===== config.mk =====
export PLATFORM = sky130hd
export DESIGN_NAME = wb_sdr_traffic_gen
export DESIGN_NICKNAME = d
export VERILOG_FILES = /design/src/rtl/wb_sdr_traffic_gen.sv
export SDC_FILE = /design/constraint.sdc
export NUM_CORES = 1
export LEC_CHECK = 0
export CAP_MARGIN = 0
export CELL_PAD_IN_SITES_DETAIL_PLACEMENT = 0
export CELL_PAD_IN_SITES_GLOBAL_PLACEMENT = 2
export CORE_MARGIN = 5
export CORE_UTILIZATION = 29
export CTS_CLUSTER_DIAMETER = 150
export DETAILED_ROUTE_END_ITERATION = 10
export PLACE_DENSITY = 0.86
export SETUP_SLACK_MARGIN = 0.15
export SLEW_MARGIN = 0
export SYNTH_ARGS = -nofsm -noshare
export SYNTH_HDL_FRONTEND = slang
export SYNTH_SLANG_ARGS = --single-unit

===== constraint.sdc =====
create_clock -name sys_clk -period 3.76 [get_ports sys_clk]
set_input_delay 0.376 -clock sys_clk [delete_from_list [all_inputs] [get_ports sys_clk]]
set_output_delay 0.376 -clock sys_clk [all_outputs]
set_load 0.02 [all_outputs]

===== src/rtl/wb_sdr_traffic_gen.sv =====
// wb_sdr_traffic_gen: Wishbone burst traffic generator / checker for sdrc_top.
// The generator writes cfg_num_bursts bursts from cfg_base_addr and then reads
// them back, comparing each read beat against a regenerated data stream.
// Optional ack watchdog: define WB_SDR_TRAFFIC_GEN_TIMEOUT_EN.
//
// Handshake: a beat is transferred on a clock edge where wb_stb_o=1 and
// wb_ack_i=1; address, data and beat counters advance only on such edges,
// and cyc/stb drop for exactly one cycle after the final beat of each burst.
module wb_sdr_traffic_gen #(
  parameter int APP_AW      = 26,
  parameter int WB_DW       = 32,
  parameter int BURST_MAX   = 8,
  parameter int TIMEOUT_CYC = 1024
) (
  input  logic                 sys_clk,
  input  logic                 resetn,
  input  logic                 start,
  input  logic                 sdr_init_done,
  input  logic [APP_AW-1:0]    cfg_base_addr,
  input  logic [15:0]          cfg_num_bursts,
  input  logic [4:0]           cfg_bl,
  input  logic                 cfg_mode,
  input  logic [WB_DW-1:0]     cfg_seed,
  output logic                 wb_cyc_o,
  output logic                 wb_stb_o,
  output logic                 wb_we_o,
  output logic [APP_AW-1:0]    wb_addr_o,
  output logic [WB_DW-1:0]     wb_dat_o,
  output logic [WB_DW/8-1:0]   wb_sel_o,
  output logic [2:0]           wb_cti_o,
  input  logic                 wb_ack_i,
  input  logic [WB_DW-1:0]     wb_dat_i,
  output logic                 busy,
  output logic                 done,
  output logic                 pass,
  output logic [15:0]          err_cnt,
  output logic [APP_AW-1:0]    first_err_addr,
  output logic                 timeout,
  output logic [2:0]           dbg_state_o
);

`ifdef WB_SDR_TRAFFIC_GEN_TIMEOUT_EN
  localparam bit WD_EN = 1'b1;
`else
  localparam bit WD_EN = 1'b0;
`endif
  localparam int WDW = $clog2(TIMEOUT_CYC + 1);
  localparam int BPB = WB_DW / 8;

  typedef enum logic [2:0] {IDLE, WAIT_INIT, WR, RD, FIN} state_t;

  state_t              state_q, state_d;
  logic                stb_q, stb_d;
  logic [APP_AW-1:0]   addr_q, addr_d, base_q, base_d;
  logic [WB_DW-1:0]    dat_q, dat_d, seed_q, seed_d;
  logic [15:0]         nb_q, nb_d, burst_q, burst_d;
  logic [4:0]          bl_q, bl_d, beat_q, beat_d, bl_eff;
  logic                mode_q, mode_d;
  logic                busy_q, busy_d, done_q, done_d, pass_q, pass_d;
  logic [15:0]         err_q, err_d;
  logic [APP_AW-1:0]   ferr_q, ferr_d;
  logic                tmo_q, tmo_d;
  logic [WDW-1:0]      wd_q, wd_d;
  logic                last_beat, last_burst;

  // One Galois step of x^32+x^22+x^2+x+1 on the low word, replicated upward.
  function automatic logic [WB_DW-1:0] lfsr_next(input logic [WB_DW-1:0] cur);
    logic [31:0] s;
    s = cur[31:0];
    s = s[0] ? ((s >> 1) ^ 32'h8020_0003) : (s >> 1);
    return {(WB_DW/32){s}};
  endfunction

  // First data word of a phase; the LFSR cannot start from zero.
  function automatic logic [WB_DW-1:0] seed_init(input logic mode, input logic [WB_DW-1:0] seed);
    logic [31:0] s;
    s = seed[31:0];
    if (s == 32'd0) s = 32'd1;
    return mode ? {(WB_DW/32){s}} : seed;
  endfunction

  // Clamp the requested burst length into 1..BURST_MAX.
  always_comb begin
    bl_eff = cfg_bl;
    if (cfg_bl == 5'd0) bl_eff = 5'd1;
    else if (cfg_bl > 5'(BURST_MAX)) bl_eff = 5'(BURST_MAX);
  end

  assign last_beat  = (beat_q == bl_q - 5'd1);
  assign last_burst = (burst_q == nb_q - 16'd1);

  // Next-state logic: phase sequencing, beat/burst counting and read compare.
  always_comb begin
    state_d = state_q;  stb_d  = stb_q;  addr_d = addr_q;  base_d = base_q;
    dat_d   = dat_q;    seed_d = seed_q; nb_d   = nb_q;    burst_d = burst_q;
    bl_d    = bl_q;     beat_d = beat_q; mode_d = mode_q;
    busy_d  = busy_q;   done_d = done_q; pass_d = pass_q;
    err_d   = err_q;    ferr_d = ferr_q; tmo_d  = tmo_q;
    wd_d    = (stb_q && !wb_ack_i) ? wd_q + WDW'(1) : '0;
    case (state_q)
      IDLE: begin
        if (start) begin
          state_d = WAIT_INIT;
          busy_d  = 1'b1;  done_d = 1'b0;  pass_d = 1'b0;
          err_d   = '0;    ferr_d = '0;    tmo_d  = 1'b0;
          base_d  = cfg_base_addr;  nb_d = cfg_num_bursts;
          bl_d    = bl_eff;         mode_d = cfg_mode;  seed_d = cfg_seed;
          addr_d  = cfg_base_addr;  dat_d = seed_init(cfg_mode, cfg_seed);
          beat_d  = '0;             burst_d = '0;
        end
      end
      WAIT_INIT: begin
        if (sdr_init_done) begin
          if (nb_q == 16'd0) begin
            state_d = FIN;  busy_d = 1'b0;  done_d = 1'b1;  pass_d = 1'b1;
          end else begin
            state_d = WR;   stb_d = 1'b1;
          end
        end
      end
      WR, RD: begin
        if (!stb_q) begin
          stb_d = 1'b1;
        end else if (wb_ack_i) begin
          addr_d = addr_q + APP_AW'(BPB);
          dat_d  = mode_q ? lfsr_next(dat_q) : dat_q + WB_DW'(1);
          beat_d = beat_q + 5'd1;
          if (state_q == RD && wb_dat_i != dat_q) begin
            if (err_q == 16'd0) ferr_d = addr_q;
            if (err_q != 16'hFFFF) err_d = err_q + 16'd1;
          end
          if (last_beat) begin
            stb_d   = 1'b0;
            beat_d  = '0;
            burst_d = burst_q + 16'd1;
            if (last_burst) begin
              burst_d = '0;
              if (state_q == WR) begin
                state_d = RD;
                addr_d  = base_q;
                dat_d   = seed_init(mode_q, seed_q);
              end else begin
                state_d = FIN;  busy_d = 1'b0;  done_d = 1'b1;
                pass_d  = (err_d == 16'd0);
              end
            end
          end
        end else if (WD_EN && wd_q == WDW'(TIMEOUT_CYC - 1)) begin
          stb_d   = 1'b0;  wd_d = '0;  tmo_d = 1'b1;
          state_d = FIN;   busy_d = 1'b0;  done_d = 1'b1;  pass_d = 1'b0;
        end
      end
      FIN:     state_d = IDLE;
      default: state_d = IDLE;
    endcase
  end

  // State and datapath registers; reset drops the bus strobes immediately.
  always_ff @(posedge sys_clk or negedge resetn) begin
    if (!resetn) begin
      state_q <= IDLE;  stb_q <= 1'b0;  addr_q <= '0;  base_q <= '0;
      dat_q   <= '0;    seed_q <= '0;   nb_q <= '0;    burst_q <= '0;
      bl_q    <= '0;    beat_q <= '0;   mode_q <= 1'b0;
      busy_q  <= 1'b0;  done_q <= 1'b0; pass_q <= 1'b0;
      err_q   <= '0;    ferr_q <= '0;   tmo_q <= 1'b0;  wd_q <= '0;
    end else begin
      state_q <= state_d;  stb_q <= stb_d;  addr_q <= addr_d;  base_q <= base_d;
      dat_q   <= dat_d;    seed_q <= seed_d; nb_q <= nb_d;     burst_q <= burst_d;
      bl_q    <= bl_d;     beat_q <= beat_d; mode_q <= mode_d;
      busy_q  <= busy_d;   done_q <= done_d; pass_q <= pass_d;
      err_q   <= err_d;    ferr_q <= ferr_d; tmo_q <= tmo_d;   wd_q <= wd_d;
    end
  end

  assign wb_cyc_o       = stb_q;
  assign wb_stb_o       = stb_q;
  assign wb_we_o        = stb_q && (state_q == WR);
  assign wb_addr_o      = addr_q;
  assign wb_dat_o       = dat_q;
  assign wb_sel_o       = '1;
  assign wb_cti_o       = !stb_q ? 3'b000 : (last_beat ? 3'b111 : 3'b010);
  assign busy           = busy_q;
  assign done           = done_q;
  assign pass           = pass_q;
  assign err_cnt        = err_q;
  assign first_err_addr = ferr_q;
  assign timeout        = WD_EN ? tmo_q : 1'b0;
  assign dbg_state_o    = state_q;

endmodule


; ---- Word level (Yosys, flattened, before mapping)
; Cells that the tools add are included.
[op_classes]
eq_ne = 18
reduce_logical = 20
muxes = 88
add_sub_neg = 7
magnitude_cmp = 1
n_bitwise = 1
[ops]
columns = op, n
row1 = $mux W32, 12
row2 = $mux W26, 11
row3 = $mux W16, 12
row4 = $pmux W26 S2, 2
row5 = $logic_not A32 Y1, 2
row6 = $pmux W16 S2, 2
row7 = $pmux W32 S2, 1
row8 = $logic_not A16 Y1, 3
row9 = $add A16 B1 Y16 const B, 2
row10 = $add A32 B1 Y32 const B, 1
row11 = $ne A32 B32 Y1, 1
row12 = $mux W3, 10
row13 = $mux W5, 6
row14 = $add A26 B3 Y26 const B, 1
row15 = $mux W1, 26
row16 = $ne A2 B2 Y1 const B, 11
row17 = $eq A16 B16 Y1, 1
row18 = $ne A16 B16 Y1 const B, 1
row19 = $sub A16 B1 Y16 const B, 1
row20 = $reduce_and A6 Y1, 2
row21 = $pmux W5 S2, 1
row22 = $pmux W1 S3, 3
row23 = $pmux W3 S3, 1
row24 = $reduce_and A9 Y1, 1
row25 = other kinds (18), 21
[word_totals]
reg_bits = 208
in_bits = 117
word_cells = 151

; ---- Depth between registers and ports, before layout
; Gate-level depths: netlist of the first run.
[logic_depth]
depth_word = 13
ltp_mapped = 14
depth_no_buf = 10

; ---- Worst setup path after synthesis of the first run
; No wires, ideal clock.
[synth_path]
path_kind = register -> register
from = register nb_q[0]
to = register dat_q[0], in the netlist wb_dat_o[0]
arrival_ps = 3486
path_buffers = 3
path_stages_with_launch = 14
required_time_ps = 3683
path_slack_ps = 197
path_cell_list = dfrtp_1 -> buf_6 -> inv_1 -> ha_1 -> nor3b_2 -> a21oi_1 -> or4_4 -> or4b_4 -> or4_4 -> buf_6 -> nor2_4 -> buf_6 -> mux2_2 -> a21oi_1
[synth_via]
elab_chain_len = 7
[synth_lines]
columns = element, line
row1 = start: declaration, 56  ; logic [15:0] nb_q, nb_d, burst_q, burst_d;
row2 = start signal: assignment, 162  ; dat_q <= '0; seed_q <= '0; nb_q <= '0; burst_q <= '0;
row3 = start signal: assignment, 168  ; dat_q <= dat_d; seed_q <= seed_d; nb_q <= nb_d; burst_q <= burst_d;
row4 = $sub A16 B1 Y16, 90  ; assign last_burst = (burst_q == nb_q - 16'd1);
row5 = $eq A16 B16 Y1, 90
row6 = $mux W32, 136  ; if (last_burst) begin
row7 = $mux W32, 132  ; if (last_beat) begin
row8 = $mux W32, 124  ; end else if (wb_ack_i) begin
row9 = $mux W32, 122  ; if (!stb_q) begin
row10 = $pmux W32 S2, 100  ; case (state_q)
row11 = end signal: assignment, 162
row12 = end signal: assignment, 168
row13 = end: declaration, 55  ; logic [WB_DW-1:0] dat_q, dat_d, seed_q, seed_d;
; Every way passes these cells. The select of a mux whose other input is x is not followed.
; A chain may end at the register's enable or synchronous reset.

; ---- Final worst setup path of the first run
; Same ends and word-level chain as after synthesis.

==> results of run 1 <==
-- final timing paths --
check | startpoint | endpoint | slack (ns) | cells after the start
hold reg to reg | base_q[14] | base_q[14] | 0.47 | 2
setup reg to reg | nb_q[0] | wb_dat_o[0] | 0.28 | 11
max in group asynchronous | resetn | seed_q[17] | 2.32 | 3
hold / removal | cfg_num_bursts[9] | nb_q[9] | 0.39 | 3
setup / recovery | nb_q[0] | wb_dat_o[0] | 0.28 | 11
min in group asynchronous | resetn | seed_q[8] | 0.42 | 2
-- timing repair --
item	in CTS	in global routing
endpoints found under the setup margin	2	49
hold buffers	1	0
pin swaps	0	4
hold endpoints to repair	75	0
gates resized for setup	1	6
buffers inserted	0	4
-- per-stage QoR --
step           setup slack (ns)  instance area, µm²   util  cells
6_report                  0.281               16500  0.384   2271
3_3_place_gp              0.226               15400  0.360   2216
3_5_place_dp              0.164               15400  0.360   2216
4_1_cts                   0.217               16400  0.382   2265
2_1_floorplan             0.197               12500      -   1454
5_1_grt                   0.165               16500  0.384   2271
-- synthesized netlist by cell type, types with 23 or more instances --
master	count
a21oi_1	28
nor2_1	94
mux2i_1	23
nand2_1	336
xnor2_1	78
xor2_1	42
o211ai_1	27
nor3_1	35
nand3_1	58
dfrtp_1	208
a22o_1	30
nor4_1	29
nand4_1	36
o21ai_0	82
clkbuf_1	72
-- layer usage --
metal,GRT usage,vias up,wire length [µm],share of wire
met3,0.0290,67,2760,0.060
met2,0.297,354,21100,0.46
li1,-,5536,-,-
met5,0,-,0,0
met1,0.265,5799,20700,0.45
met4,0.0475,0,1110,0.024
-- registers in the layout, indices dropped and copies added, names as in the netlist --
signal and flops:
pass 1, burst_q 16, dbg_state_o 3, done 1
mode_q 1, base_q 26, err_cnt 16, busy 1
first_err_addr 26, bl_q 5, beat_q 5, seed_q 32
wb_dat_o 32, nb_q 16, wb_cyc_o 1, wb_addr_o 26
-- cell families after synthesis --
family	after synthesis	synth area share
AO/OA/AOI/OAI	278	0.157
XOR/XNOR	120	0.0839
adder cells (fa/ha/maj)	9	0.00899
buffers and inverters	127	0.0551
flip-flops	208	0.415
multiplexers	28	0.0229
other	2	0.000599
AND/OR/NAND/NOR	679	0.256
-- area by class of cell --
| cell class | instances | share of cell area |
|---|---|---|
| clock inverter | 9 | 0.00775 |
| clock buffer | 39 | 0.0486 |
| inverter | 22 | 0.00502 |
| multi-input combinational | 1119 | 0.408 |
| timing repair buffer | 287 | 0.170 |
| antenna | 2 | 0.000304 |
| sequential | 208 | 0.316 |
| tap | 585 | 0.0445 |
-- power groups by stage --
stage	clock network [mW]	registers, mW	logic (mW)
finish	2.70	3.13	3.09
global route	2.85	3.18	3.34
CTS	2.77	3.13	3.09
detailed placement	0	3.16	3.07
global placement	0	3.17	3.05
floorplan	0	3.27	1.48
-- worst max-delay path, stage by stage, from the launching register on --
cell and delay [ns]:
dfrtp_1 0.37, inv_1 0.14, ha_4 0.18, nor3b_4 0.19, a21oi_1 0.09, or4_4 0.42
or4b_4 0.57, or4_4 0.65, nor2_4 0.21, buf_12 0.13, mux2_2 0.31, a21oi_1 0.13
==> flow_summary.toml, run 1 <==
[status]
status = "complete, no violations"

[cts]
cts_made_buffers = 27
cts_sinks = 208
cts.path.max_buffers = 3
insertion_delay_ns = 0.53
clockRootBuffer = "clkbuf_16"
cts_max_level = 1
clk_pin_slew_ns = 0.06
cts_tree = "yes"

[die]
start_util = 0.292
die_area_um2 = 47500
rows = 76
io_pins = 234
coreArea_um2 = 42900
dieWidth_um = 218
die_h_um = 218

[sta]
max_freq_mhz = 287
relSlewSlack = 0.420
min_period_ns = 3.48
period_share = 0.925
setup_viol = 0
hold_violations = 0
hold_ws_ns = 0.394
clock_skew_ns = 0.0161
final.setup.tns_ns = 0
rsz0062_at_grt = "no"
final_max_slew_viol_count = 0
tightestPinTransition_ns = 0.870

[placed_design]
gp_congestion = 0.892
portBuffers = 228
place.detailed.hpwl_um = 33200

[finish]
syn_to_final_growth_pct = 31.4
mostFrequentLayoutCells = "nand2_1, clkdlybuf4s50_1, dfrtp_1"
multiInputGateArea_um2 = 6710
mostFrequentLayoutCell = "nand2_1"
drive_gt1_frac = 0.0938
nFillCells = 4333
num-nets-final = 1791
register_area_um2 = 5200

[route]
drt-total-wl_um = 45700
via_per_inst = 5.18
drt_iter0_drc = 880
ant_nets = 0
drc = 0
dr_total_vias = 11800
wl_per_cell_um = 20.1
drt_pre_antenna_iters = 5

[run]
cap_violations = 0

[worst_setup_path]
cp_max_fo = 6
end_kind = "register"
worstSetupPathType = "reg -> reg"
worstPathArrival_ns = 3.93
crit_path_start_kind = "register"
worst_ep_required_time_ns = 4.21

[grt]
grt_max_degree = 92
grt_pass1_wl_um = 70800
antenna_found_initial = 2
grt_pass1_vias = 11600
grt_use_total = 0.186
grt_overflow_total = 0

[yosys]
yosysTopAreaCell = "dfrtp_1"
synth-edff-count = 0
yosysUniqueCellTypes = 80
synth.avg_cell_area_um2 = 8.64
yosysWarnings = 0
ys_ff_latch = 208
yosys-top-cells-area = "dfrtp_1, nand2_1, xnor2_1, o21ai_0, xor2_1"
syn_area_um2 = 12500
synthArstFlopShare = 1.00
syn-instance-count = 1451
synth_top_area_frac = 0.415
ys.flop_type = "dfrtp_1"
yosysSeqAreaShare = 0.415

[pwr]
cellLeakagePower_nw = 6.94
seq_power_share = 0.351
combPwrFrac = 0.346
internal-power_mw = 5.69
clockPowerShare = 0.303
p_sw_mw = 3.22
swShare = 0.362
total_power_mw = 8.91
powerDensity_nw_per_um2 = 541
ir_drop_uv = 287

[min_path]
hold_path_class = "in -> reg"
No activity file was read; power rests on OpenSTA's default activity.
==> inputs of run 2 (changes only) <==
Settings changed: GPL_TIMING_DRIVEN set to 0.
==> run 2 against run 1 <==
- hold slack lost 0.038 ns
- power grew 0.15%
- critical path depth grew 2
- via count grew 4.2%
- sequential share of layout area shrank 0.84 points
- cell count grew 3.1%
- first-iteration DRC count grew 15%
- sequential power is essentially flat
- die area is the same
- cell area grew 2.8%
- critical endpoint is now wb_addr_o[1]
- largest cell class unchanged
==> flow_summary.toml, run 2 (synthesized netlist as in run 1, its figures left out) <==
[status]
status = "complete, no violations"

[worst_setup_path]
max_stage_delay_ns = 0.57
cp_max_fo = 6
crit_chain = "buf_6, inv_6, ha_4, nor3b_4, buf_6, nand4_1, xnor2_1, or4b_4, or4_4, buf_8, nor3_4, a21oi_4, mux2_4"
end_kind = "register"
cp_common_cell = "buf_6"
crit_path_start_kind = "register"
r2r_cells = 13
slowest_stage = "or4b_4"
worst_ep_required_time_ns = 4.19
worstPathArrival_ns = 3.93
worstSetupPathType = "reg -> reg"

[sta]
hold_violations = 0
final_max_slew_viol_count = 0
tightestPinTransition_ns = 1.25
rsz0062_at_grt = "yes"
period_share = 0.932
setup_viol = 0
relSlewSlack = 0.162
final.setup.tns_ns = 0
min_period_ns = 3.51
max_freq_mhz = 285
clock_skew_ns = 0.0136

[finish]
mostFrequentLayoutCell = "nand2_1"
mostFrequentLayoutCells = "nand2_1, clkdlybuf4s50_1, dfrtp_1"
syn_to_final_growth_pct = 35.0
drive_gt1_frac = 0.106
nFillCells = 4354
num-nets-final = 1859

[route]
drc = 0
via_per_inst = 5.23
drt-total-wl_um = 49900
drt_iter0_drc = 1013
dr_total_vias = 12300
drt_pre_antenna_iters = 6
ant_nets = 0
wl_per_cell_um = 21.3

[die]
start_util = 0.292
die_h_um = 218
dieWidth_um = 218
die_area_um2 = 47500
coreArea_um2 = 42900
io_pins = 234
rows = 76

[pwr]
internal-power_mw = 5.57
p_sw_mw = 3.35
ir_drop_uv = 290
seq_power_share = 0.347
combPwrFrac = 0.359
total_power_mw = 8.93
swShare = 0.376
clockPowerShare = 0.293
powerDensity_nw_per_um2 = 528
cellLeakagePower_nw = 7.07

[placed_design]
gp_congestion = 0.872
portBuffers = 228
place.detailed.hpwl_um = 37200

[min_path]
hold_path_depth = 3
hold_path_class = "in -> reg"

[grt]
grt_pass1_wl_um = 74700
grt_pass1_vias = 11900
grt_overflow_total = 0
antenna_found_initial = 2
grt_use_total = 0.202
grt_max_degree = 117

[cts]
cts_tree = "yes"
cts_sinks = 208
insertion_delay_ns = 0.56
cts_max_level = 1
cts_made_buffers = 27
cts.path.max_buffers = 3
clockRootBuffer = "clkbuf_16"
clk_pin_slew_ns = 0.06

[run]
cap_violations = 0
run 2: cell types whose count changed in the layout (fill, tap and decap cells not counted), moves of 5 or more:
cell	delta
clkbuf_1	+62
buf_4	-26
clkbuf_2	+10
clkbuf_8	+8
buf_6	+5
nor2_2	+5
run 2: timing repair:
item / CTS / global route
setup endpoints to repair: 87 / 87
hold buffers: 1 / 0
resized for setup: 28 / 49
hold endpoints to repair: 92 / 0
pin swaps: 2 / 12
buffers inserted: 4 / 14
cloned: 0 / 2
run 2: power groups by stage:
stage	Sequential [mW]	Combinational [mW]	Clock [mW]
2_1_floorplan	3.27	1.48	0
3_5_place_dp	3.13	3.10	0
5_1_grt	3.15	3.43	2.76
6_report	3.10	3.21	2.62
3_3_place_gp	3.13	3.08	0
4_1_cts	3.10	3.16	2.67
run 2: routing by layer:
metal / GRT usage / vias to the layer above / part of all wire
li1: - / 5692 / -
met1: 0.283 / 6063 / 0.45
met2: 0.317 / 409 / 0.46
met3: 0.0314 / 88 / 0.058
met4: 0.0724 / 0 / 0.035
met5: 0 / - / 0
run 2: stage by stage:
stage,utilization,hold slack [ns],setup WS (ns),cell area (µm²),std cells
after floorplan,-,0.0804,0.197,12500,1454
after global placement,0.363,0.459,-7.33,15600,2267
after detailed placement,0.363,0.462,-0.650,15600,2268
after CTS,0.388,0.337,0.137,16600,2321
after global routing,0.394,0.350,0.133,16900,2339
final,0.395,0.357,0.254,16900,2341
run 2: worst paths after layout:
check	from	to	slack, ns
min in group asynchronous	resetn	wb_dat_o[12]	0.44
min	cfg_num_bursts[7]	nb_q[7]	0.36
min reg2reg	base_q[15]	base_q[15]	0.48
max reg2reg	nb_q[0]	wb_addr_o[1]	0.25
max in group asynchronous	resetn	base_q[11]	2.17
max	nb_q[0]	wb_addr_o[1]	0.25
run 2: critical path: cells and delay by family, from the launching register on:
family | cells | cell delay [ns]
AO/OA/AOI/OAI | 1 | 0.14
multiplexers | 1 | 0.32
buffers and inverters | 4 | 0.52
XOR/XNOR | 1 | 0.19
flip-flops | 1 | 0.37
adder cells (fa/ha/maj) | 1 | 0.15
AND/OR/NAND/NOR | 5 | 1.69
run 2: layout make-up:
class / instances / area (µm²) / area share
antenna: 4 / 10.0 / 0.000592
buffer: 105 / 651 / 0.0385
clock buffer: 37 / 763 / 0.0451
clock inverter: 11 / 120 / 0.00710
inverter: 22 / 90.1 / 0.00532
multi-input combinational: 1119 / 6830 / 0.404
sequential: 208 / 5210 / 0.308
tap: 585 / 732 / 0.0433
timing repair buffer: 250 / 2520 / 0.149
==> inputs of run 3 (changes only) <==
Settings changed: CTS_CLUSTER_SIZE set to 40.
==> run 3 against run 2 <==
- clock-buffer cell count decreased by 26
- largest cell class unchanged
- non-clock buffer count did not move
- via count down 0.62%
- sequential power about the same
- setup slack worse by 0.016 ns
- routed wire length is 1.1% lower
==> flow_summary.toml, run 3 (synthesized netlist as in run 1, its figures left out) <==
[sta]
final_max_slew_viol_count = 0
min_period_ns = 3.52
max_freq_mhz = 284
setup_viol = 0
relSlewSlack = 0.450
worst_slack_ns = 0.238
tightestPinTransition_ns = 0.825
hold_violations = 0
rsz0062_at_grt = "yes"
period_share = 0.937
clock_skew_ns = 0.0399

[min_path]
holdCritStartpoint = "cfg_num_bursts[7]"
hold_path_class = "in -> reg"
hold-path-endpoint = "nb_q[7]"
hold_path_depth = 3

[placed_design]
dp.cells = 2268
dpl-instance-area_um2 = 15600
portBuffers = 228
gp_congestion = 0.872
place.detailed.hpwl_um = 37200
place_ws_ns = -0.650

[finish]
drive_gt1_frac = 0.0833
finish.utilization = 0.379
syn_to_final_growth_pct = 29.8
design_area_um2 = 16300
final_cells = 2304
mostFrequentLayoutCell = "nand2_1"
mostFrequentLayoutCells = "nand2_1, clkdlybuf4s50_1, dfrtp_1"
num-nets-final = 1841

[grt]
grt_use_total = 0.199
grt_pass1_vias = 11800
antenna_found_initial = 2
grt_overflow_total = 0
grt_pass1_wl_um = 74100
grt_max_degree = 117

[die]
dieWidth_um = 218
die_area_um2 = 47500
start_util = 0.292
io_pins = 234
coreArea_um2 = 42900
die_h_um = 218
rows = 76

[cts]
cts_sinks = 208
insertion_delay_ns = 0.51
cts_tree = "yes"
cts_max_level = 1
clk_pin_slew_ns = 0.15
clockRootBuffer = "clkbuf_16"
cts.path.max_buffers = 3
cts_made_buffers = 9

[worst_setup_path]
rr_startpoint = "nb_q[0]"
worstSetupPathType = "reg -> reg"
cp_num_buf_inv = 5
cp_max_fo = 8
max_stage_delay_ns = 0.56
crit_chain = "buf_6, inv_6, ha_4, nor3b_4, a21oi_2, or4_4, or4b_4, or4_4, buf_8, nor2_4, buf_12, buf_6, mux2i_1, o211ai_1"
crit_start = "nb_q[0]"
worst_ep_required_time_ns = 4.12
worstPathArrival_ns = 3.89
crit_path_start_kind = "register"
critPathTopFamily = "simple AND/OR/NAND/NOR gates"
reg2reg_to = "wb_addr_o[3]"
r2r_cells = 14
end_kind = "register"
r2r_setup_slack_ns = 0.24
slowest_stage = "or4_4"

[pwr]
cellLeakagePower_nw = 6.76
ir_drop_uv = 296
powerDensity_nw_per_um2 = 465

[route]
drc = 0
drt_pre_antenna_iters = 5
dr_total_vias = 12200
drt_iter0_drc = 1049
drt-total-wl_um = 49400
ant_nets = 0
wl_per_cell_um = 21.4
via_per_inst = 5.28

[status]
status = "complete, no violations"

[run]
cap_violations = 0
-- run 3: worst max path at each step --
| stage | end | cells after the start |
|---|---|---|
| final | wb_addr_o[3] | 14 |
| after global routing | pass | 9 |
| after CTS | pass | 9 |
| after detailed placement | pass | 10 |
| after global placement | first_err_addr[22] | 1 |
| after floorplan | wb_dat_o[0] | 13 |
-- run 3: through the flow --
stage	total power [mW]	setup TNS [ns]	hold slack [ns]
floorplan	4.75	0	0.0804
global placement	6.20	-1544.95	0.459
finish	7.57	0	0.394
detailed placement	6.23	-26.37	0.462
global route	7.96	-0.0508	0.380
CTS	7.57	0	0.384
-- run 3: worst register-to-register path: cells and delay by family, from the launching register on --
family | cells | cell delay [ns]
and+or+nand+nor | 5 | 1.87
buffers and inverters | 5 | 0.63
DFF | 1 | 0.40
muxes | 1 | 0.17
AOI/OAI and AO/OA | 2 | 0.17
adders and majority gates | 1 | 0.16
-- run 3: routing by layer --
layer	wire length, µm	vias up	track usage
li1	-	5633	-
met1	22600	6070	0.284
met2	22700	397	0.318
met3	2580	76	0.0268
met4	1620	0	0.0582
met5	0	-	0
-- run 3: repair_timing --
action	4_1_cts	5_1_grt
endpoints found under the hold margin	92	0
endpoints found under the setup margin	94	96
pin swaps	3	11
cloned	0	1
hold buffers	1	0
buffers inserted	7	12
resized for setup	26	32
-- run 3: area by class of cell --
class	count	area, µm²
multi-input combinational	1119	6810
buffer	105	652
inverter	22	87.6
tap	585	732
clock buffer	11	253
clock inverter	2	16.3
fill	4414	26600
timing repair buffer	250	2500
sequential	208	5210
antenna	2	5.00
-- run 3: power breakdown --
| part | total [mW] | leakage (nW) | switching [mW] | internal [mW] |
|---|---|---|---|---|
| Sequential | 3.09 | 2.73 | 0.526 | 2.57 |
| Clock | 1.28 | 0.135 | 0.792 | 0.491 |
| Combinational | 3.20 | 3.90 | 1.75 | 1.45 |
